**config.mk**
```make
export PLATFORM = sky130hd
export DESIGN_NAME = apb_master
export DESIGN_NICKNAME = d
export VERILOG_FILES = /design/src/rtl/apb_master.sv
export SDC_FILE = /design/constraint.sdc
export NUM_CORES = 1
export LEC_CHECK = 0
export CAP_MARGIN = 10
export CELL_PAD_IN_SITES_DETAIL_PLACEMENT = 0
export CELL_PAD_IN_SITES_GLOBAL_PLACEMENT = 1
export CORE_MARGIN = 10
export CORE_UTILIZATION = 43
export DETAILED_ROUTE_END_ITERATION = 8
export DONT_BUFFER_PORTS = 1
export PLACE_DENSITY_LB_ADDON = 0.05
export SETUP_SLACK_MARGIN = 0.4
export SLEW_MARGIN = 5
export SYNTH_ARGS = -nofsm -noshare
export SYNTH_HDL_FRONTEND = slang
export SYNTH_SLANG_ARGS = --single-unit
```
**constraint.sdc**
```tcl
create_clock -name CLK -period 2.05 [get_ports CLK]
set_input_delay 0.1025 -clock CLK [delete_from_list [all_inputs] [get_ports CLK]]
set_output_delay 0.1025 -clock CLK [all_outputs]
set_load 0.02 [all_outputs]
```
**src/rtl/apb_master.sv**
```systemverilog
// ---------------------------------------------------------------------------
// apb_master
//
// Single-outstanding APB master. A command accepted on the cmd_* handshake
// runs one APB transfer (SETUP then ACCESS). The result is then held on
// rsp_* until the consumer takes it. All APB request outputs and all
// handshake outputs are driven directly from flops.
//
// Parameters
//   ADDR_W       APB address width
//   DATA_W       APB data width
//   TIMEOUT_CYC  ACCESS wait-cycle limit (only with APB_MASTER_TIMEOUT_EN)
//
// Optional feature
//   `define APB_MASTER_TIMEOUT_EN builds an ACCESS wait-cycle counter. Once
//   TIMEOUT_CYC enabled edges have passed with PREADY low, the transfer ends
//   with rsp_err=1 and rsp_rdata=0. If the macro is left undefined, ACCESS
//   waits for PREADY with no limit.
//
// Ports
//   CLK, RST                 clock, synchronous active-high reset
//   PCLKEN                   APB clock enable; SETUP->ACCESS->RESP only on it
//   cmd_valid/cmd_ready      command handshake
//   cmd_write/addr/wdata     command payload
//   rsp_valid/rsp_ready      response handshake
//   rsp_rdata/rsp_err        response payload (rdata is 0 for writes)
//   PADDR/PWDATA/PWRITE      APB request payload
//   PSEL/PENABLE             APB phase signals
//   PRDATA/PREADY/PSLVERR    APB completer response
// ---------------------------------------------------------------------------
module apb_master #(
    parameter int unsigned ADDR_W      = 12,
    parameter int unsigned DATA_W      = 32,
    parameter int unsigned TIMEOUT_CYC = 16
) (
    input  logic              CLK,
    input  logic              RST,
    input  logic              PCLKEN,

    input  logic              cmd_valid,
    output logic              cmd_ready,
    input  logic              cmd_write,
    input  logic [ADDR_W-1:0] cmd_addr,
    input  logic [DATA_W-1:0] cmd_wdata,

    output logic              rsp_valid,
    input  logic              rsp_ready,
    output logic [DATA_W-1:0] rsp_rdata,
    output logic              rsp_err,

    output logic [ADDR_W-1:0] PADDR,
    output logic [DATA_W-1:0] PWDATA,
    output logic              PWRITE,
    output logic              PSEL,
    output logic              PENABLE,
    input  logic [DATA_W-1:0] PRDATA,
    input  logic              PREADY,
    input  logic              PSLVERR
);

    typedef enum logic [1:0] {
        IDLE   = 2'd0,
        SETUP  = 2'd1,
        ACCESS = 2'd2,
        RESP   = 2'd3
    } state_e;

    state_e              state_q,     state_d;
    logic [ADDR_W-1:0]   paddr_q,     paddr_d;
    logic [DATA_W-1:0]   pwdata_q,    pwdata_d;
    logic                pwrite_q,    pwrite_d;
    logic                psel_q,      psel_d;
    logic                penable_q,   penable_d;
    logic                cmd_ready_q, cmd_ready_d;
    logic                rsp_valid_q, rsp_valid_d;
    logic [DATA_W-1:0]   rsp_rdata_q, rsp_rdata_d;
    logic                rsp_err_q,   rsp_err_d;

`ifdef APB_MASTER_TIMEOUT_EN
    // Enough bits to hold TIMEOUT_CYC itself.
    localparam int unsigned CNT_W = $clog2(TIMEOUT_CYC + 1);

    logic [CNT_W-1:0]    tmo_cnt_q,   tmo_cnt_d;
    logic                tmo_hit_c;

    // This wait edge is the TIMEOUT_CYC-th one.
    assign tmo_hit_c = (tmo_cnt_q == CNT_W'(TIMEOUT_CYC - 1));
`else
    // TIMEOUT_CYC is not used in this build.
    logic unused_timeout_cyc;
    assign unused_timeout_cyc = ^32'(TIMEOUT_CYC);
`endif

    // State and output registers
    always_ff @(posedge CLK) begin
        if (RST) begin
            state_q     <= IDLE;
            paddr_q     <= '0;
            pwdata_q    <= '0;
            pwrite_q    <= 1'b0;
            psel_q      <= 1'b0;
            penable_q   <= 1'b0;
            cmd_ready_q <= 1'b1;
            rsp_valid_q <= 1'b0;
            rsp_rdata_q <= '0;
            rsp_err_q   <= 1'b0;
`ifdef APB_MASTER_TIMEOUT_EN
            tmo_cnt_q   <= '0;
`endif
        end else begin
            state_q     <= state_d;
            paddr_q     <= paddr_d;
            pwdata_q    <= pwdata_d;
            pwrite_q    <= pwrite_d;
            psel_q      <= psel_d;
            penable_q   <= penable_d;
            cmd_ready_q <= cmd_ready_d;
            rsp_valid_q <= rsp_valid_d;
            rsp_rdata_q <= rsp_rdata_d;
            rsp_err_q   <= rsp_err_d;
`ifdef APB_MASTER_TIMEOUT_EN
            tmo_cnt_q   <= tmo_cnt_d;
`endif
        end
    end

    // Next state, payload capture and registered output decode
    always_comb begin
        state_d     = state_q;
        paddr_d     = paddr_q;
        pwdata_d    = pwdata_q;
        pwrite_d    = pwrite_q;
        rsp_rdata_d = rsp_rdata_q;
        rsp_err_d   = rsp_err_q;
`ifdef APB_MASTER_TIMEOUT_EN
        tmo_cnt_d   = tmo_cnt_q;
`endif

        unique case (state_q)
            IDLE: begin
                // cmd_ready is high throughout IDLE, so cmd_valid is the handshake
                if (cmd_valid) begin
                    paddr_d  = cmd_addr;
                    pwdata_d = cmd_wdata;
                    pwrite_d = cmd_write;
                    state_d  = SETUP;
`ifdef APB_MASTER_TIMEOUT_EN
                    tmo_cnt_d = '0;
`endif
                end
            end

            SETUP: begin
                if (PCLKEN) begin
                    state_d = ACCESS;
                end
            end

            ACCESS: begin
                if (PCLKEN) begin
                    if (PREADY) begin
                        rsp_rdata_d = pwrite_q ? '0 : PRDATA;
                        rsp_err_d   = PSLVERR;
                        state_d     = RESP;
                    end
`ifdef APB_MASTER_TIMEOUT_EN
                    else begin
                        tmo_cnt_d = tmo_cnt_q + CNT_W'(1);
                        if (tmo_hit_c) begin
                            rsp_rdata_d = '0;
                            rsp_err_d   = 1'b1;
                            state_d     = RESP;
                        end
                    end
`endif
                end
            end

            RESP: begin
                // Returning to IDLE rather than taking a new command here
                // gives the next command at least one idle cycle.
                if (rsp_ready) begin
                    state_d = IDLE;
                end
            end

            default: begin
                state_d = IDLE;
            end
        endcase

        // Decode from the next state so these outputs come straight from flops
        psel_d      = (state_d == SETUP) || (state_d == ACCESS);
        penable_d   = (state_d == ACCESS);
        cmd_ready_d = (state_d == IDLE);
        rsp_valid_d = (state_d == RESP);
    end

    assign cmd_ready = cmd_ready_q;
    assign rsp_valid = rsp_valid_q;
    assign rsp_rdata = rsp_rdata_q;
    assign rsp_err   = rsp_err_q;
    assign PADDR     = paddr_q;
    assign PWDATA    = pwdata_q;
    assign PWRITE    = pwrite_q;
    assign PSEL      = psel_q;
    assign PENABLE   = penable_q;

endmodule

```
After elaboration in Yosys (flattened, before gate mapping)
Index checks and enable logic that the tools add are counted.
- register bits after elaboration: 84
- bits of input ports: 84
- output and inout bits: 82
- logic and storage cells: 28
- equal/unequal tests: 6
- muxes and demuxes: 7
- reductions and logical operators: 5
- operator list (operator ; number):
    $mux 32 ; 1
    $mux 2 ; 5
    $eq 2x2->1 const B ; 4
    $pmux 2 s4 ; 1
    $eq 2x1->1 const B ; 2
    $logic_not 2->1 ; 2
    $reduce_and 3->1 ; 1
    $reduce_and 2->1 ; 1
    $logic_or 1x1->1 ; 1

Logic depth before layout (Yosys ltp)
Gate-level depths: netlist (run 1).
- depth in word-level cells: 5
- gate-level depth with buffers: 6
- gate-level depth less buffers: 5

Worst setup path after synthesis (run 1)
Ideal clock, no wire load.
- path type: register to register
- from: reg state_q[1]
- to: reg cmd_ready_q, in the netlist cmd_ready
- library setup time: 0.123 ns
- data arrival time: 1.389 ns
- required time: 1.927 ns
- slack: 0.538 ns
- stages on the path, launching flop included: 5
- path buffers: 1
- period minus slack after synthesis: 1.512 ns
- cell sequence: dfxtp_1 buf_6 mux4_2 ha_1 or2_2
- word-level cells in the longest chain between the ends: 4
- elaborated cells between the ends (all ways): 11
- classes of those cells: 3 x eq/ne; 6 x mux; 2 x reduce/logical
- RTL lines (item ; RTL line ; source):
    from (decl) ; 68 ; state_e state_q, state_d;
    from (signal assigned) ; 111 ; state_q <= state_d;
    $mux 2 ; 161 ; if (PREADY) begin
    $mux 2 ; 160 ; if (PCLKEN) begin
    $pmux 2 s4 * ; 139 ; unique case (state_q)
    $logic_not 2->1 * ; 195 ; cmd_ready_d = (state_d == IDLE);
    named net cmd_ready_d ; 74 ; logic cmd_ready_q, cmd_ready_d;
    to (signal assigned) ; 117 ; cmd_ready_q <= cmd_ready_d;
    to (decl) ; 74 ;
Mark *: on every way through the listed nets, which the timed path passes. The rest lies on a longest branch.
A chain may end at the register's enable or synchronous reset.

Worst setup path in the final report (run 1)
Ends and elaborated chain as after synthesis.

==> impl_results.md, run 1 <==
* Net Switching at 0.839 mW
* Final Hold Fails at 84
* Largest cells by area after synthesis: dfxtp_1, nand2_1, a21oi_1
* Post-DRT Antenna Nets at 0
* Asr flop ratio synth at 0%
* Final instance area at 0.00334 mm^2
* First-pass DRT Iterations at 5
* Layout Cells excl Fill at 461
* Root Driver: clkbuf_8
* Maximum vdd drop at 0.439 mV
* Global Route Usage Sum at 14.3%
* Fin util at 46.5%
* Post-Place Cell Area at 0.00313 mm^2
* Power Internal at 2.42 mW
* Post-synth net total at 454
* CTS tree: built
* Port Buf Inserts at 0
* WL/cell at 18.6 um
* Run status: finished with violations
* Hold WS at -183 ps
* Clock Latency Late Sink at 340 ps
* Leading area contributor after synthesis: dfxtp_1
* Period utilization at 75.9%
* I/O pin count at 166
* Critical path startpoint category: register
* Synthesized cell area at 0.00314 mm^2
* Die Y at 105 um
* Post-Route WL at 8570 um
* Starting Density at 43.8%
* Register share of total power at 57.0%
* First-pass GRT wire length at 12800 um
* Tot Pwr at 3.26 mW
* Area grow syn2layout at 6.17%
* Antenna diodes at 0
* DP Wirelength at 6020 um
* Placeable Area at 0.00718 mm^2
* CP Data Arrival Time at 1790 ps
* Class of the worst hold path: in2reg
* Commonest cells in the netlist: nand2_1, dfxtp_1, a21oi_1
* Power Dens Cells at 978 mW/mm^2
* DRT iter0 DRCs at 92
* Unrepaired setup endpoints after global routing: false
* Most common cell in the netlist: nand2_1
* Setup crit end kind: register
* Share of layout cells above drive strength 1 at 7.73%
* Nets at 444
* Post-CTS Setup Repair Bufs at 0
* H-tree levels at 3
* Num rows at 31
* Maximum clock frequency at 643 MHz
* Reg clk slew, reported paths at 80 ps
* Seq/Total Area, Yosys at 53.5%
* Post-synth EDFFs at 0
* Clock share of power at 36.5%
* Remaining Overflow, GRT at 0
* CTS max path bufs at 2
* Ys Warns at 0
* TNS Setup at 0 ps
* Clk_skew at 7.87 ps
* Distinct cell type count after synthesis at 19
* Failing checks: negative hold slack
* Chip Width at 105 um
* Fin crit period at 1560 ps
* Routability congestion estimate at 0.694
* Vias in the first global route at 2272
* Residual DRC at 0
* Net Sw Frac at 25.7%
* Final setup violation count at 0
* Syn Inst Count at 367
* Yosys top cell area share at 53.5%
* Clock sinks at 84
* Via density at 5.14
* Die footprint at 0.0111 mm^2
* Synth Register Bits at 84
* P_leak at 1.16 nW
* Syn_area_per_cell at 8.56 um^2
* Tightest Pin Transition at 357 ps
* Prevailing post-synth register cell: dfxtp_1
* WS Path Type: reg2reg
* Placed cells at 445
* Final Max Slew Viols at 0
* Cts bufs inserted at 9
* Logic pwr share at 6.5%
* Largest net degree at the start of global routing at 85
* Initial antenna violation count at 0
* Crit Path Max Fanout at 7
* Vias at 2368
* Slew HR at 76.2%
* Max-Cap Viols at 0
* Critical Path RT at 2280 ps
logic make-up (layout without fill, tap and decap cells):
group	Yosys count	after routing	synth area share (%)
fa+ha+maj	3	3	1.19
flops	84	84	53.5
compound gates	80	80	12.8
simple gates	167	167	25.1
mux	1	1	0.717
buf+inv	32	27	6.73
state kept, by name, indices dropped and copies added, names as in the netlist:
name and count:
PADDR 12, PENABLE 1, PSEL 1, PWDATA 32, PWRITE 1, cmd_ready 1
rsp_err 1, rsp_rdata 32, rsp_valid 1, state_q 2
placed cells by master (no fill, tap or decap), drive strengths merged:
master and instances:
nand4b 1, or2 1, clkinv 2, dfxtp 84, buf 8, nand2 125
nor3b 1, a31oi 1, a21oi 79, clkinvlp 1, mux4 1, and4b 1
nor2 2, ha 3, nand3b 32, bufinv 1, or3b 1, nor2b 3
clkbuf 12, inv 3
timing repair:
action                                  4_1_cts  5_1_grt
endpoints found under the setup margin        0        2
resized for setup                             0        2
endpoints found under the hold margin        84       84
power by group through the flow:
stage	clock network [mW]	registers [mW]	logic [mW]
finish	1.19	1.86	0.212
global route	1.31	1.87	0.247
CTS	1.24	1.86	0.214
detailed placement	0	1.90	0.214
global placement	0	1.90	0.208
floorplan	0	1.88	0.224
through the flow:
| step | hold WS [ps] | worst slack (ps) |
|---|---|---|
| 6_report | -183 | 495 |
| 3_5_place_dp | 182 | 414 |
| 4_1_cts | -193 | 404 |
| 5_1_grt | -201 | 443 |
| 2_1_floorplan | 238 | 538 |
| 3_3_place_gp | 180 | 443 |
worst max-delay path, stage by stage, from the launching register on:
cell and delay, ps:
dfxtp_2 420, mux4_2 580, ha_1 190, or2_2 260
layout make-up:
type                            instances  area, um^2
Clock inverter                          4        47.5
Tap cell                               99         124
Clock buffer                           12         155
Sequential cell                        84        1680
Timing Repair Buffer                    8        60.1
Inverter                                3        11.3
Multi-Input combinational cell        251        1260
Fill cell                             760        3840
routing by layer:
layer / part of all wire (%) / global-route usage (%)
met4: 1.4 / 5.90
met2: 48 / 22.6
met3: 13 / 8.89
met5: 0 / 0
met1: 38 / 15.1
worst paths after layout:
path	start	slack (ps)	endpoint	cells past startpoint
setup / recovery	state_q[1]	490	cmd_ready	3
setup reg to reg	state_q[1]	490	cmd_ready	3
hold / removal	RST	-180	PWDATA[29]	1
hold reg to reg	rsp_rdata[30]	550	rsp_rdata[30]	2
No activity file was read; power rests on OpenSTA's default activity.
==> inputs of run 2 (changes only) <==
--- a/config.mk
+++ b/config.mk
@@ -5,11 +5,12 @@
 export SDC_FILE = /design/constraint.sdc
 export NUM_CORES = 1
 export LEC_CHECK = 0
+export ABC_AREA = 1
 export CAP_MARGIN = 10
 export CELL_PAD_IN_SITES_DETAIL_PLACEMENT = 0
 export CELL_PAD_IN_SITES_GLOBAL_PLACEMENT = 1
 export CORE_MARGIN = 10
-export CORE_UTILIZATION = 43
+export CORE_UTILIZATION = 38
 export DETAILED_ROUTE_END_ITERATION = 8
 export DONT_BUFFER_PORTS = 1
 export PLACE_DENSITY_LB_ADDON = 0.05
==> constraint.sdc (replaced) <==
create_clock -name CLK -period 1.4 [get_ports CLK]
set_input_delay 0.07 -clock CLK [delete_from_list [all_inputs] [get_ports CLK]]
set_output_delay 0.07 -clock CLK [all_outputs]
set_load 0.02 [all_outputs]
==> run 2 against run 1 <==
The run still ends with negative hold slack left; sequential share of layout area fell by 16 points; global-route usage rose by 2.3 points; total power rose by 77%; die area rose by 15%; clock skew barely moved; clock-buffer cell count fell by 2; highest routed layer unchanged.
==> impl_results.md, run 2 <==
* H-tree levels at 3 (unchanged)
* CP Data Arrival Time at 1500 ps (-290 ps)
* WL/cell at 18.3 um (-1.5%)
* Leading area contributor after synthesis: dfxtp_1
* Syn Inst Count at 442 (+20%)
* Failing checks: negative hold slack
* Setup Slack @ Placement at 141 ps (-273 ps)
* Setup crit end kind: register
* Commonest cells after routing, fill and taps aside: nor2_1, dfxtp_1, nand2_1
* CP max stage cell: dfxtp_4
* Class of the worst hold path: in2reg
* Most common cell in the netlist: nor2_1
* Clock Latency Late Sink at 350 ps (about the same)
* Commonest cells in the netlist: nor2_1, dfxtp_1, nand2_1
* Post-DRT Antenna Nets at 0 (unchanged)
* Reg clk slew, reported paths at 90 ps (about the same)
* Share of layout cells above drive strength 1 at 30.9% (+23 points)
* Residual DRC at 0 (unchanged)
* Max-Cap Viols at 0 (unchanged)
* Most common cell after layout, fill and taps aside: nor2_1
* Ys Warns at 0 (unchanged)
* Global Route Usage Sum at 16.6% (+2.3 points)
* Power Internal at 4.06 mW (+67%)
* Maximum vdd drop at 0.673 mV (+53%)
* Asr flop ratio synth at 0% (unchanged)
* Num rows at 33 (+6.5%)
* Unrepaired setup endpoints after global routing: true
* Remaining Overflow, GRT at 0 (unchanged)
* Die Y at 113 um (+7.1%)
* Maximum clock frequency at 822 MHz (+28%)
* Final setup violation count at 0 (unchanged)
* Post-synth net total at 529 (+17%)
* Final Max Slew Viols at 0 (unchanged)
* Hold WS at -208 ps (-25.1 ps)
* Fin util at 59.3% (+13 points)
* Initial antenna violation count at 1 (+1)
* Critical Path RT at 1680 ps (-600 ps)
* Mux share of post-synthesis cell area at 0% (-0.72 points)
* Clock sinks at 84 (unchanged)
* TNS Setup at 0 ps (unchanged)
* Post-Route WL at 11100 um (+30%)
* Net Sw Frac at 29.6% (+3.9 points)
* Post-synth EDFFs at 0 (unchanged)
* Crit Path Max Fanout at 8 (+1)
* Placeable Area at 0.00830 mm^2 (+16%)
* Adder-Cell Fraction of Synth Area at 1.14% (-0.052 points)
* CTS tree: built
* Cts bufs inserted at 9 (unchanged)
* Period utilization at 86.9% (+11 points)
* Simple-Gate Fraction of Synth Area at 24.6% (-0.52 points)
* Synth Area in Compound Gates at 12.0% (-0.75 points)
* WS Path Type: reg2reg
* Vias at 2917 (+23%)
* Starting Density at 39.6% (-4.2 points)
* Crit-path max cell delay at 380 ps (-200 ps)
* Syn_area_per_cell at 7.43 um^2 (-13%)
* First-pass GRT wire length at 17100 um (+34%)
* Largest cells by area after synthesis: dfxtp_1, nor2_1, nand2_1
* Root Driver: clkbuf_8
* Die footprint at 0.0128 mm^2 (+15%)
* Clk_skew at 8.36 ps (+0.488 ps)
* Critical path startpoint category: register
* Chip Width at 113 um (+7.1%)
* Final Hold Fails at 37 (-56%)
* I/O pin count at 166 (unchanged)
* DRT iter0 DRCs at 134 (+46%)
* Xor/xnor share of the synthesized area at 0% (unchanged)
* Net Switching at 1.71 mW (+100%)
* Tot Pwr at 5.76 mW (+77%)
* Fin crit period at 1220 ps (-338 ps)
* Routability congestion estimate at 0.697 (+0.32%)
* Port Buf Inserts at 0 (unchanged)
* Seq/Total Area, Yosys at 51.2% (-2.3 points)
* P_leak at 1.99 nW (+72%)
* Prevailing post-synth register cell: dfxtp_1
* Distinct cell type count after synthesis at 23 (+4)
* Run status: finished with violations
* Slew HR at 71.4% (-4.8 points)
* Vias in the first global route at 3089 (+36%)
* Combinational family with the most area after synthesis: simple AND/OR/NAND/NOR gates
* Clock share of power at 32.0% (-4.5 points)
* Critical-path cell list: inv_6 > nand2_4 > nor2_8 > buf_12 > clkbuf_16 > nand2_2 > a21oi_1
* Power Dens Cells at 1170 mW/mm^2 (+20%)
* Via density at 4.80 (-6.6%)
* Tightest Pin Transition at 428 ps (+71.8 ps)
* Yosys top cell area share at 51.2% (-2.3 points)
* Register share of total power at 50.4% (-6.6 points)
* Nets at 585 (+32%)
* Largest net degree at the start of global routing at 39 (-54%)
* DP Wirelength at 6520 um (+8.3%)
* Area grow syn2layout at 49.7%
* First-pass DRT Iterations at 4 (-1)
* Synth Register Bits at 84 (unchanged)
* Setup ws final at 183 ps (-312 ps)
* CTS max path bufs at 2 (unchanged)
* Hold Buf Count CTS at 46
* Synthesized cell area at 0.00329 mm^2 (+4.5%)
* Logic pwr share at 17.6% (+11 points)
## run 2: changes by cell type after synthesis, moves of 12 or more
cell	delta
inv_1	+36
nor2_1	+126
o21ai_1	+12
nand2_1	-57
a21oi_1	-46
nand3b_1	-31
o21ai_0	+34
## run 2: logic make-up (layout without fill, tap and decap cells)
kind of cell / Yosys count / count (layout)
other cells: 0 / 1
buf+inv: 72 / 132
flops: 84 / 84
fa+ha+maj: 3 / 3
simple gates: 204 / 204
compound gates: 79 / 79
## run 2: area by class of cell
cell class                      instances  area, um^2
Inverter                               44         204
Timing Repair inverter                  2        28.8
Clock inverter                          5        77.6
Clock buffer                           10         128
Fill cell                             744        3380
Timing Repair Buffer                   71         951
Antenna cell                            1        2.50
Tap cell                              105         131
Sequential cell                        84        1690
Multi-Input combinational cell        286        1710
## run 2: what timing repair did
item,CTS,global route
gates resized for setup,65,99
pin swaps,16,42
endpoints found under the setup margin,82,83
endpoints found under the hold margin,83,37
gates cloned,8,2
buffers inserted,9,1
## run 2: critical path: cells and delay by family, from the launching register on
family	cells	cell delay, ps
AOI/OAI and AO/OA	1	110
and+or+nand+nor	3	290
DFF	1	380
buffers and inverters	3	380
## run 2: worst paths after layout
kind / depth (start not counted) / endpoint / start / slack, ps
worst max register to register: 7 / rsp_rdata[20] / state_q[0] / 180
worst min-delay path: 1 / rsp_rdata[7] / RST / -210
worst min register to register: 2 / rsp_rdata[10] / rsp_rdata[10] / 570
worst max-delay path: 7 / rsp_rdata[20] / state_q[0] / 180
## run 2: stage by stage
step	cell area (um^2)	hold slack (ps)	instances
finish	4920	-208	608
global route	4920	-238	608
CTS	4530	-238	604
detailed placement	3370	151	526
global placement	3370	147	526
floorplan	3340	205	442
## run 2: power by group through the flow
stage                     Sequential (mW)  Clock, mW  Combinational, mW
after global placement               2.93          0              0.518
after global routing                 2.93       2.01               1.13
final                                2.90       1.84               1.01
after floorplan                      2.87          0              0.473
after detailed placement             2.93          0              0.527
after CTS                            2.88       1.92              0.863
## run 2: metal layers
layer | global-route usage [%] | part of all wire [%]
met1 | 17.7 | 38
met2 | 28.2 | 51
met3 | 8.35 | 9.8
met4 | 4.48 | 0.99
met5 | 0 | 0
